<file path="config.mk">
export PLATFORM = sky130hd
export DESIGN_NAME = psg_stereo_mixer
export DESIGN_NICKNAME = d
export VERILOG_FILES = /design/src/rtl/psg_stereo_mixer.sv
export SDC_FILE = /design/constraint.sdc
export NUM_CORES = 1
export LEC_CHECK = 0
export CAP_MARGIN = 20
export CELL_PAD_IN_SITES_DETAIL_PLACEMENT = 1
export CELL_PAD_IN_SITES_GLOBAL_PLACEMENT = 1
export CORE_MARGIN = 5
export CORE_UTILIZATION = 25
export DETAILED_ROUTE_END_ITERATION = 6
export GPL_TIMING_DRIVEN = 0
export PLACE_DENSITY = 0.53
export SYNTH_ARGS = -nofsm -noshare
export SYNTH_HDL_FRONTEND = slang
export SYNTH_SLANG_ARGS = --single-unit
export TNS_END_PERCENT = 5
</file>
<file path="constraint.sdc">
create_clock -name clk -period 8.24 [get_ports clk]
set_input_delay 1.648 -clock clk [delete_from_list [all_inputs] [get_ports clk]]
set_output_delay 1.648 -clock clk [all_outputs]
set_load 0.02 [all_outputs]
</file>
<file path="src/rtl/psg_stereo_mixer.sv">
// Stereo PSG/beeper mixer: time-multiplexed per-channel panning into left/right
// accumulators, saturated sample latch, and one first-order sigma-delta DAC per side.
module psg_stereo_mixer #(
    parameter int         NCH        = 4,
    parameter int         IW         = 8,
    parameter int         SAMPLE_DIV = 64,
    parameter int         BEEP_LVL   = 64,
    parameter logic [7:0] REG_PAN    = 8'h40,
    parameter logic [7:0] REG_CTRL   = 8'h41
) (
    input  logic                clk,
    input  logic                rst_n,
    input  logic [NCH*IW-1:0]   ch_in,
    input  logic                spk,
    input  logic                mic,
    input  logic                ear,
    input  logic [7:0]          addr,
    input  logic                ior,
    input  logic                iow,
    input  logic [7:0]          din,
    output logic [7:0]          dout,
    output logic                oe_n,
    output logic [IW+1:0]       sample_l,
    output logic [IW+1:0]       sample_r,
    output logic                sample_stb,
    output logic                audio_l,
    output logic                audio_r
);
    localparam int OW   = IW + 2;
    localparam int AW   = OW + 1;
    localparam int CW   = (SAMPLE_DIV > 1) ? $clog2(SAMPLE_DIV) : 1;
    localparam int IDXW = (NCH > 1) ? $clog2(NCH) : 1;

    localparam logic [AW-1:0]   LVL_SPK  = AW'(BEEP_LVL);
    localparam logic [AW-1:0]   LVL_LOW  = AW'(BEEP_LVL >> 2);
    localparam logic [CW-1:0]   CNT_LAST = CW'(SAMPLE_DIV - 1);
    localparam logic [IDXW-1:0] IDX_LAST = IDXW'(NCH - 1);

    typedef enum logic [1:0] {IDLE, ACC, BEEP, LATCH} state_t;

    state_t          state_reg, state_next;
    logic [7:0]      pan_reg, ctrl_reg;
    logic [7:0]      snap_pan_reg, snap_pan_next;
    logic [7:0]      snap_ctrl_reg, snap_ctrl_next;
    logic [CW-1:0]   cnt_reg;
    logic [IDXW-1:0] idx_reg, idx_next;
    logic [AW-1:0]   acc_l_reg, acc_l_next, acc_r_reg, acc_r_next;
    logic [OW-1:0]   sample_l_reg, sample_l_next, sample_r_reg, sample_r_next;
    logic            stb_reg, stb_next;
    logic [AW-1:0]   integ_reg [2];
    logic [OW-1:0]   dac_in [2];

    logic [IW-1:0]   ch_arr [NCH];
    logic [IW-1:0]   cur_ch;
    logic            cur_pl, cur_pr;
    logic [AW-1:0]   beep_add;
    logic            frame_stb, sel_pan, sel_ctrl;

    genvar gi;
    generate
        for (gi = 0; gi < NCH; gi++) begin : g_unpack
            assign ch_arr[gi] = ch_in[gi*IW +: IW];
        end
    endgenerate

    function automatic logic [OW-1:0] sat(input logic [AW-1:0] a);
        return a[OW] ? {OW{1'b1}} : a[OW-1:0];
    endfunction

    // Register file access
    assign sel_pan  = (addr == REG_PAN);
    assign sel_ctrl = (addr == REG_CTRL);
    assign oe_n     = !(ior && (sel_pan || sel_ctrl));

    always_comb begin
        dout = 8'h00;
        if (ior && sel_pan)
            dout = pan_reg;
        else if (ior && sel_ctrl)
            dout = ctrl_reg;
    end

    assign frame_stb = (cnt_reg == CNT_LAST);

    // Channel currently being accumulated and its snapshot pan bits
    always_comb begin
        cur_ch = '0;
        cur_pl = 1'b0;
        cur_pr = 1'b0;
        for (int i = 0; i < NCH; i++) begin
            if (idx_reg == IDXW'(i)) begin
                cur_ch = ch_arr[i];
                cur_pl = snap_pan_reg[2*i];
                cur_pr = snap_pan_reg[2*i+1];
            end
        end
    end

    always_comb begin
        beep_add = '0;
        if (!snap_ctrl_reg[0])
            beep_add = (spk ? LVL_SPK : '0) + (mic ? LVL_LOW : '0);
        if (snap_ctrl_reg[1] && ear)
            beep_add = beep_add + LVL_LOW;
    end

    always_comb begin
        state_next     = state_reg;
        idx_next       = idx_reg;
        acc_l_next     = acc_l_reg;
        acc_r_next     = acc_r_reg;
        snap_pan_next  = snap_pan_reg;
        snap_ctrl_next = snap_ctrl_reg;
        sample_l_next  = sample_l_reg;
        sample_r_next  = sample_r_reg;
        stb_next       = 1'b0;
        case (state_reg)
            IDLE: begin
                if (frame_stb) begin
                    snap_pan_next  = pan_reg;
                    snap_ctrl_next = ctrl_reg;
                    acc_l_next     = '0;
                    acc_r_next     = '0;
                    idx_next       = '0;
                    state_next     = ACC;
                end
            end
            ACC: begin
                if (cur_pl) acc_l_next = acc_l_reg + AW'(cur_ch);
                if (cur_pr) acc_r_next = acc_r_reg + AW'(cur_ch);
                if (idx_reg == IDX_LAST)
                    state_next = BEEP;
                else
                    idx_next = idx_reg + 1'b1;
            end
            BEEP: begin
                acc_l_next = acc_l_reg + beep_add;
                acc_r_next = acc_r_reg + beep_add;
                state_next = LATCH;
            end
            LATCH: begin
                sample_l_next = sat(acc_l_reg);
                sample_r_next = sat(acc_r_reg);
                stb_next      = 1'b1;
                state_next    = IDLE;
            end
            default: state_next = IDLE;
        endcase
    end

    always_ff @(posedge clk or negedge rst_n) begin
        if (!rst_n) begin
            pan_reg       <= 8'hFF;
            ctrl_reg      <= 8'h00;
            snap_pan_reg  <= 8'hFF;
            snap_ctrl_reg <= 8'h00;
            cnt_reg       <= '0;
            state_reg     <= IDLE;
            idx_reg       <= '0;
            acc_l_reg     <= '0;
            acc_r_reg     <= '0;
            sample_l_reg  <= '0;
            sample_r_reg  <= '0;
            stb_reg       <= 1'b0;
        end else begin
            if (iow && sel_pan)  pan_reg  <= din;
            if (iow && sel_ctrl) ctrl_reg <= din;
            cnt_reg       <= frame_stb ? '0 : cnt_reg + 1'b1;
            state_reg     <= state_next;
            idx_reg       <= idx_next;
            acc_l_reg     <= acc_l_next;
            acc_r_reg     <= acc_r_next;
            snap_pan_reg  <= snap_pan_next;
            snap_ctrl_reg <= snap_ctrl_next;
            sample_l_reg  <= sample_l_next;
            sample_r_reg  <= sample_r_next;
            stb_reg       <= stb_next;
        end
    end

    // Sigma-delta: the carry out of the OW-bit integrator is the output bit
    assign dac_in[0] = sample_l_reg;
    assign dac_in[1] = sample_r_reg;

    always_ff @(posedge clk or negedge rst_n) begin
        if (!rst_n) begin
            for (int s = 0; s < 2; s++)
                integ_reg[s] <= '0;
        end else begin
            for (int s = 0; s < 2; s++)
                integ_reg[s] <= {1'b0, integ_reg[s][OW-1:0]} + {1'b0, dac_in[s]};
        end
    end

    assign sample_l   = sample_l_reg;
    assign sample_r   = sample_r_reg;
    assign sample_stb = stb_reg;
    assign audio_l    = integ_reg[0][OW];
    assign audio_r    = integ_reg[1][OW];

endmodule
</file>
==> impl_results.md, run 1 <==
* Status: completed
* Total Power at 1.00 mW
* Max reg flops at 20
* Main synth FF type: dfrtp_1
* CP startpoint kind: input port
* CTS max path bufs at 2
* Switching pwr at approximately 250 µW
* Max Fclk at approximately 0.18 GHz
* Sequential fraction of the synthesis area at 0.422
* Htree depth at 3
* Reg power frac at 0.501
* Worst setup path category: in -> out
* Met2 usage at 0.227
* Unrepaired setup endpoints after global routing: false
* Sw frac at 0.250
* Maximum capacitance violations at 0
* Vias at roughly 5000
* Critical path data arrival time at between 3000 and 4000 ps
* Initial DRC count at around 210
* CTS tree: built
* Die width at between 150 and 200 µm
* Gr ovfl total at 0
* Vias in the first global route at around 5600
* Row count at 56
* Area of the core at ~24000 µm²
* Crit path largest cell delay at ~640 ps
* Tot GR Track Use at 0.132
* Count of final hold-check violations at 0
* Avg Inst Size Synth at 9.64 µm²
* # resized after CTS at 0
* Post-route ant nets at 0
* P&R area growth vs syn at 25.7%
* Internal power at around 750 µW
* Die area at 27300 µm²
* Initial antenna violation count at 0
* Distinct cells, synth at between 60 and 70
* PortBufs at 85
* Total wire length at about 17000 µm
* Reg clk slew, reported paths at roughly 80 ps
* Die boundary height at roughly 170 µm
* Max-slew violation count at 0
* HP Class: reg -> reg
* DRT Pass-1 Iters at 4
* Final Skew at a little over 7 ps
* Final setup TNS at 0 ps
* Final Core Density at 0.321
* Combinational fraction of design power at 0.088
* CP max-delay cell: clkdlybuf4s50_1
* GRT met1 Usage at 0.170
* Most common cell after layout, fill and taps aside: dfrtp_1
* Relative slew slack at 0.499
* WL per Instance at around 17 µm
* Min cycle time layout at between 5000 and 6000 ps
* DRC at 0
* First-pass GRT wire length at between 20000 and 30000 µm
* Post-Syn Area at between 6000 and 7000 µm²
* Initial core utilization at 0.256
* Largest net degree at the start of global routing at between 50 and 60
* IO Pins at just under 90
* Yosys warns at 0
* Post-Syn Instances at roughly 630
* Critical Path, Cell by Cell: clkdlybuf4s50_1, nor4_1, nand2_1, nor3_1, nand2_1, nor2_1, clkdlybuf4s50_1
* Clk_lat worst skew at approximately 350 ps
* Layout cells sized above 1 at 0.120
* Most frequent cells in the layout: dfrtp_1, clkdlybuf4s50_1, nor2_1
* VDD IR-drop max at 0.0890 mV
* Tightest Pin Transition at between 700 and 800 ps
* WP buf/inv at 2
* CTS Sinks at roughly 100
* Place WS at between 2000 and 3000 ps
* Static Leak at approximately 3.3 nW
* Top-area cell type share of the netlist area at 0.353
* Post-Syn Nets at 729
* Asr flop ratio synth at 1.00
* Worst Setup End Kind: output pin
* DR vias/cell at 4.74
* Pwr per Cell Area at ~130 nW/µm²
* Nets at slightly above 800
* Final Cycle Share at 0.663
* Setup violators final at 0
* EDFF count, synth at 0
* Fillers at ~2800
* Diode count at 0
* Clock root cell: clkbuf_16
* Synth top area cells: dfrtp_1, ha_1, dfstp_2
* Setup Buffers After CTS at 0
* DP HPWL at between 10000 and 15000 µm
* Met3 Usage GRT at 0.0280
* Largest area contributor in the netlist: dfrtp_1
* Power share of the clock group at 0.411
* CP Max Fanout at 9
* Layer with the highest usage: met2
* Hold Buf Count CTS at 0
* Critical path's top delay family: simple AND/OR/NAND/NOR gates
* Worst EP required at roughly 6600 ps
* Clock buffer count from CTS at 9
* Setup ws final at approximately 2800 ps
* Routability Congestion at about 0.8
* Flops & latches, synth at 101
==> cells in the mapped netlist, drive strengths merged, types with 6 or more instances <==
master and count:
nor2b 15, or2 7, nor3 15, xor2 10, nand2 59, dfstp 16, nand3b 9, o21ai 37
ha 46, a21o 8, nor2 75, clkbuf 17, nor4 6, inv 22, dfrtp 85, mux2i 8
mux2 26, buf 10, nand3 8, xnor2 15, a21oi 57
==> routing by layer <==
| layer | share of wire | up-vias | wire length, µm |
|---|---|---|---|
| li1 | - | 2423 | - |
| met1 | 0.46 | 2449 | 8060 |
| met2 | 0.48 | 73 | 8440 |
| met3 | 0.038 | 16 | 668 |
| met4 | 0.014 | 0 | 235 |
| met5 | 0 | - | 0 |
==> logic make-up (layout without fill, tap and decap cells) <==
logic type	Yosys count	in the layout	synth area share
fa+ha+maj	49	49	0.104
compound gates	158	158	0.175
flops	101	101	0.422
simple gates	209	209	0.164
mux	34	34	0.0618
buf+inv	50	152	0.0365
xor+xnor	25	25	0.0363
==> layout make-up <==
| type | instances | area (µm²) | share of cell area |
|---|---|---|---|
| multi-input cells | 475 | 3270 | 0.431 |
| flip-flops and latches | 101 | 2550 | 0.336 |
| repair buffers | 86 | 876 | 0.115 |
| well taps | 319 | 399 | 0.0526 |
| clock buffers | 10 | 229 | 0.0302 |
| plain buffers | 27 | 134 | 0.0177 |
| inverters | 23 | 86.3 | 0.0114 |
| clock inverters | 6 | 47.5 | 0.00627 |
==> metrics by stage <==
step / hold WS (ps) / instances / instance area [µm²]
after floorplan: 443 / 626 / 6030
after global placement: 452 / 1030 / 7280
after detailed placement: 460 / 1031 / 7310
after CTS: 478 / 1047 / 7580
after global routing: 490 / 1047 / 7580
final: 474 / 1047 / 7580
==> power by group through the flow <==
stage	Combinational, mW	Sequential, mW	Clock (mW)
detailed placement	0.0896	0.513	0
floorplan	0.0384	0.512	0
CTS	0.0902	0.504	0.431
global placement	0.0864	0.513	0
global route	0.0986	0.504	0.450
finish	0.0884	0.504	0.412
==> final timing paths <==
kind | start | to | slack (ps) | cells past startpoint
min | integ_reg[11]$_DFF_PN0_ | integ_reg[11]$_DFF_PN0_ | 470 | 1
min in group asynchronous | rst_n | integ_reg[7]$_DFF_PN0_ | 1360 | 1
min reg2reg | integ_reg[11]$_DFF_PN0_ | integ_reg[11]$_DFF_PN0_ | 470 | 1
max reg2reg | idx_reg[1]$_DFFE_PN0P_ | acc_r_reg[9]$_DFFE_PN0P_ | 4010 | 13
max | addr[2] | dout[0] | 2780 | 7
max in group asynchronous | rst_n | snap_pan_reg[0]$_DFFE_PN1P_ | 6100 | 2
==> worst register-to-register path, delay by kind of cell, from the launching register on <==
family / cells / cell delay (ps)
compound gates: 6 / 1450
fa+ha+maj: 2 / 560
buf+inv: 3 / 1010
flops: 1 / 460
simple gates: 2 / 640
Power figures use the tool's default switching activity.
==> run 2: changes to the inputs <==
- PLACE_DENSITY: 0.53 -> 0.55
- clock period: 8.24 -> 4.9 ns (I/O delays scaled with it)
==> impl_results.md, run 2 (synthesized netlist as in run 1, its figures left out) <==
* Min cycle time layout at roughly 4400 ps
* Clk_lat worst skew at 360 ps (about the same)
* Setup violators final at 0 (unchanged)
* Clock buffer count from CTS at 9 (unchanged)
* Status: completed
* Htree depth at 3 (unchanged)
* DRT Pass-1 Iters at 4 (unchanged)
* HP Start: integ_reg[0]$_DFF_PN0_
* VDD IR-drop max at 0.155 mV (+74%)
* Die width at 165 µm (unchanged)
* Maximum capacitance violations at 0 (unchanged)
* CP Max Fanout at 10 (+1)
* Internal power at 1.26 mW (+68%)
* Layout cells sized above 1 at 0.120 (unchanged)
* Critical R2R Launch: idx_reg[1]$_DFFE_PN0P_
* Max-slew violation count at 0 (unchanged)
* HP Class: reg -> reg
* Power share of the clock group at 0.407 (-0.004)
* CTS tree: built
* Unrepaired setup endpoints after global routing: false
* Tightest Pin Transition at 734 ps (-17.2 ps)
* Flop-to-flop setup slack at 530 ps (-3480 ps)
* Reg clk slew, reported paths at 70 ps (about the same)
* Initial core utilization at 0.256 (unchanged)
* DR vias/cell at 4.73 (-0.22%)
* Final Cycle Share at 0.893
* Max Fclk at around 0.23 GHz
* CTS max path bufs at 2 (unchanged)
* P&R area growth vs syn at 25.6% (about the same)
* Setup Buffers After CTS at 0 (unchanged)
* PortBufs at 85 (unchanged)
* Count of final hold-check violations at 0 (unchanged)
* WL per Instance at 16.5 µm (-0.69%)
* Die boundary height at 165 µm (unchanged)
* Gr ovfl total at 0 (unchanged)
* DP HPWL at 13500 µm (-0.67%)
* Switching pwr at 414 µW (+65%)
* Worst setup startpoint: idx_reg[1]$_DFFE_PN0P_
* CTS Sinks at 101 (unchanged)
* Vias at 4950 (-0.22%)
* Worst Setup End Kind: flop
* Initial DRC count at 164 (-23%)
* Nets at 826 (unchanged)
* DRC at 0 (unchanged)
* Worst EP required at 5160 ps (-1430 ps)
* Tot GR Track Use at 0.131 (-0.00194)
* Initial antenna violation count at 0 (unchanged)
* Sw frac at 0.247 (-0.00353)
* Relative slew slack at 0.511 (+0.0114)
* Pwr per Cell Area at 221 nW/µm² (+67%)
* Routability Congestion at 0.810 (+2.1%)
* Total Power at 1.68 mW (+67%)
* Largest net degree at the start of global routing at 68 (+26%)
* Most common cell after layout, fill and taps aside: dfrtp_1
* Final Skew at 9.46 ps (+2.27 ps)
* Most frequent cells in the layout: dfrtp_1, clkdlybuf4s50_1, nor2_1
* CP endpoint: acc_r_reg[9]$_DFFE_PN0P_
* Vias in the first global route at 5484 (-1.3%)
* Reg power frac at 0.505 (+0.004)
* Worst setup path category: reg -> reg
* Die area at 27300 µm² (unchanged)
* Cell count after placement at 1031 (unchanged)
* Area of the core at 23600 µm² (unchanged)
* IO Pins at 87 (unchanged)
* Diode count at 0 (unchanged)
* Row count at 56 (unchanged)
* Critical R2R Capture: acc_r_reg[9]$_DFFE_PN0P_
* Hold Buf Count CTS at 0 (unchanged)
* R2r worst-path depth at 17 (+4)
* First-pass GRT wire length at 28400 µm (-1.9%)
* Post-route ant nets at 0 (unchanged)
* Static Leak at 3.28 nW (about the same)
* Critical path data arrival time at 4630 ps (+820 ps)
* Max reg flops at 20 (unchanged)
* Total wire length at 17300 µm (-0.69%)
* Non-Filler Instances at 1047 (unchanged)
* CP startpoint kind: flop
* Combinational fraction of design power at 0.088 (about the same)
* Fillers at 2738 (-0.44%)
* Clock root cell: clkbuf_16
* # resized after CTS at 0 (unchanged)
## run 2: cell count changes in the layout (fill, tap and decap cells not counted), sizes merged
cell,previous run,this run
inv,24,23
clkbuf,27,28
## run 2: critical path: stages (launching register included)
cell,delay [ps]
dfrtp_1,450
inv_1,100
ha_1,200
buf_6,140
clkbuf_1,250
nand3b_1,230
a21oi_1,250
a21oi_1,70
nor2_1,100
a21oi_1,50
o21ai_0,520
ha_1,390
a21o_1,220
nor2b_1,150
a211o_1,340
nor4_1,510
o211ai_1,180
o311ai_2,130
## run 2: power by group through the flow
stage / Combinational (mW) / Clock [mW] / Sequential, mW
2_1_floorplan: 0.0647 / 0 / 0.861
6_report: 0.147 / 0.684 / 0.847
4_1_cts: 0.151 / 0.720 / 0.847
3_3_place_gp: 0.144 / 0 / 0.862
3_5_place_dp: 0.149 / 0 / 0.863
5_1_grt: 0.165 / 0.750 / 0.848
## run 2: worst min path at each step
stage / end / slack (ps) / cells past startpoint
floorplan: integ_reg[0]$_DFF_PN0_ / 440 / 1
global placement: integ_reg[0]$_DFF_PN0_ / 450 / 1
detailed placement: integ_reg[0]$_DFF_PN0_ / 460 / 1
CTS: integ_reg[0]$_DFF_PN0_ / 480 / 1
global route: integ_reg[11]$_DFF_PN0_ / 510 / 1
finish: integ_reg[0]$_DFF_PN0_ / 470 / 1
## run 2: per-layer routing
metal / vias to the layer above / share of wire / wire (µm) / track usage
met5: - / 0 / 0 / 0
met2: 85 / 0.47 / 8180 / 0.218
met4: 0 / 0.017 / 301 / 0.0367
met3: 18 / 0.040 / 694 / 0.0308
met1: 2417 / 0.47 / 8100 / 0.169
li1: 2430 / - / - / -
## run 2: layout make-up
cell class / instances / area, µm² / share of cell area
clock buffer: 11 / 233 / 0.0307
clock inverter: 5 / 37.5 / 0.00495
inverter: 23 / 86.3 / 0.0114
sequential: 101 / 2550 / 0.336
multi-input combinational: 475 / 3270 / 0.431
timing repair buffer: 86 / 876 / 0.116
tap: 319 / 399 / 0.0527
buffer: 27 / 134 / 0.0177
## run 2: stage by stage
stage | hold slack [ps] | worst slack (ps) | TNS, ps | cell area, µm² | utilization
6_report | 471 | 526 | 0 | 7580 | 0.321
5_1_grt | 508 | 169 | 0 | 7580 | 0.321
3_5_place_dp | 460 | 368 | 0 | 7310 | 0.310
2_1_floorplan | 443 | 1640 | 0 | 6030 | -
4_1_cts | 476 | 494 | 0 | 7580 | 0.321
3_3_place_gp | 453 | -1270 | -106630 | 7280 | 0.308
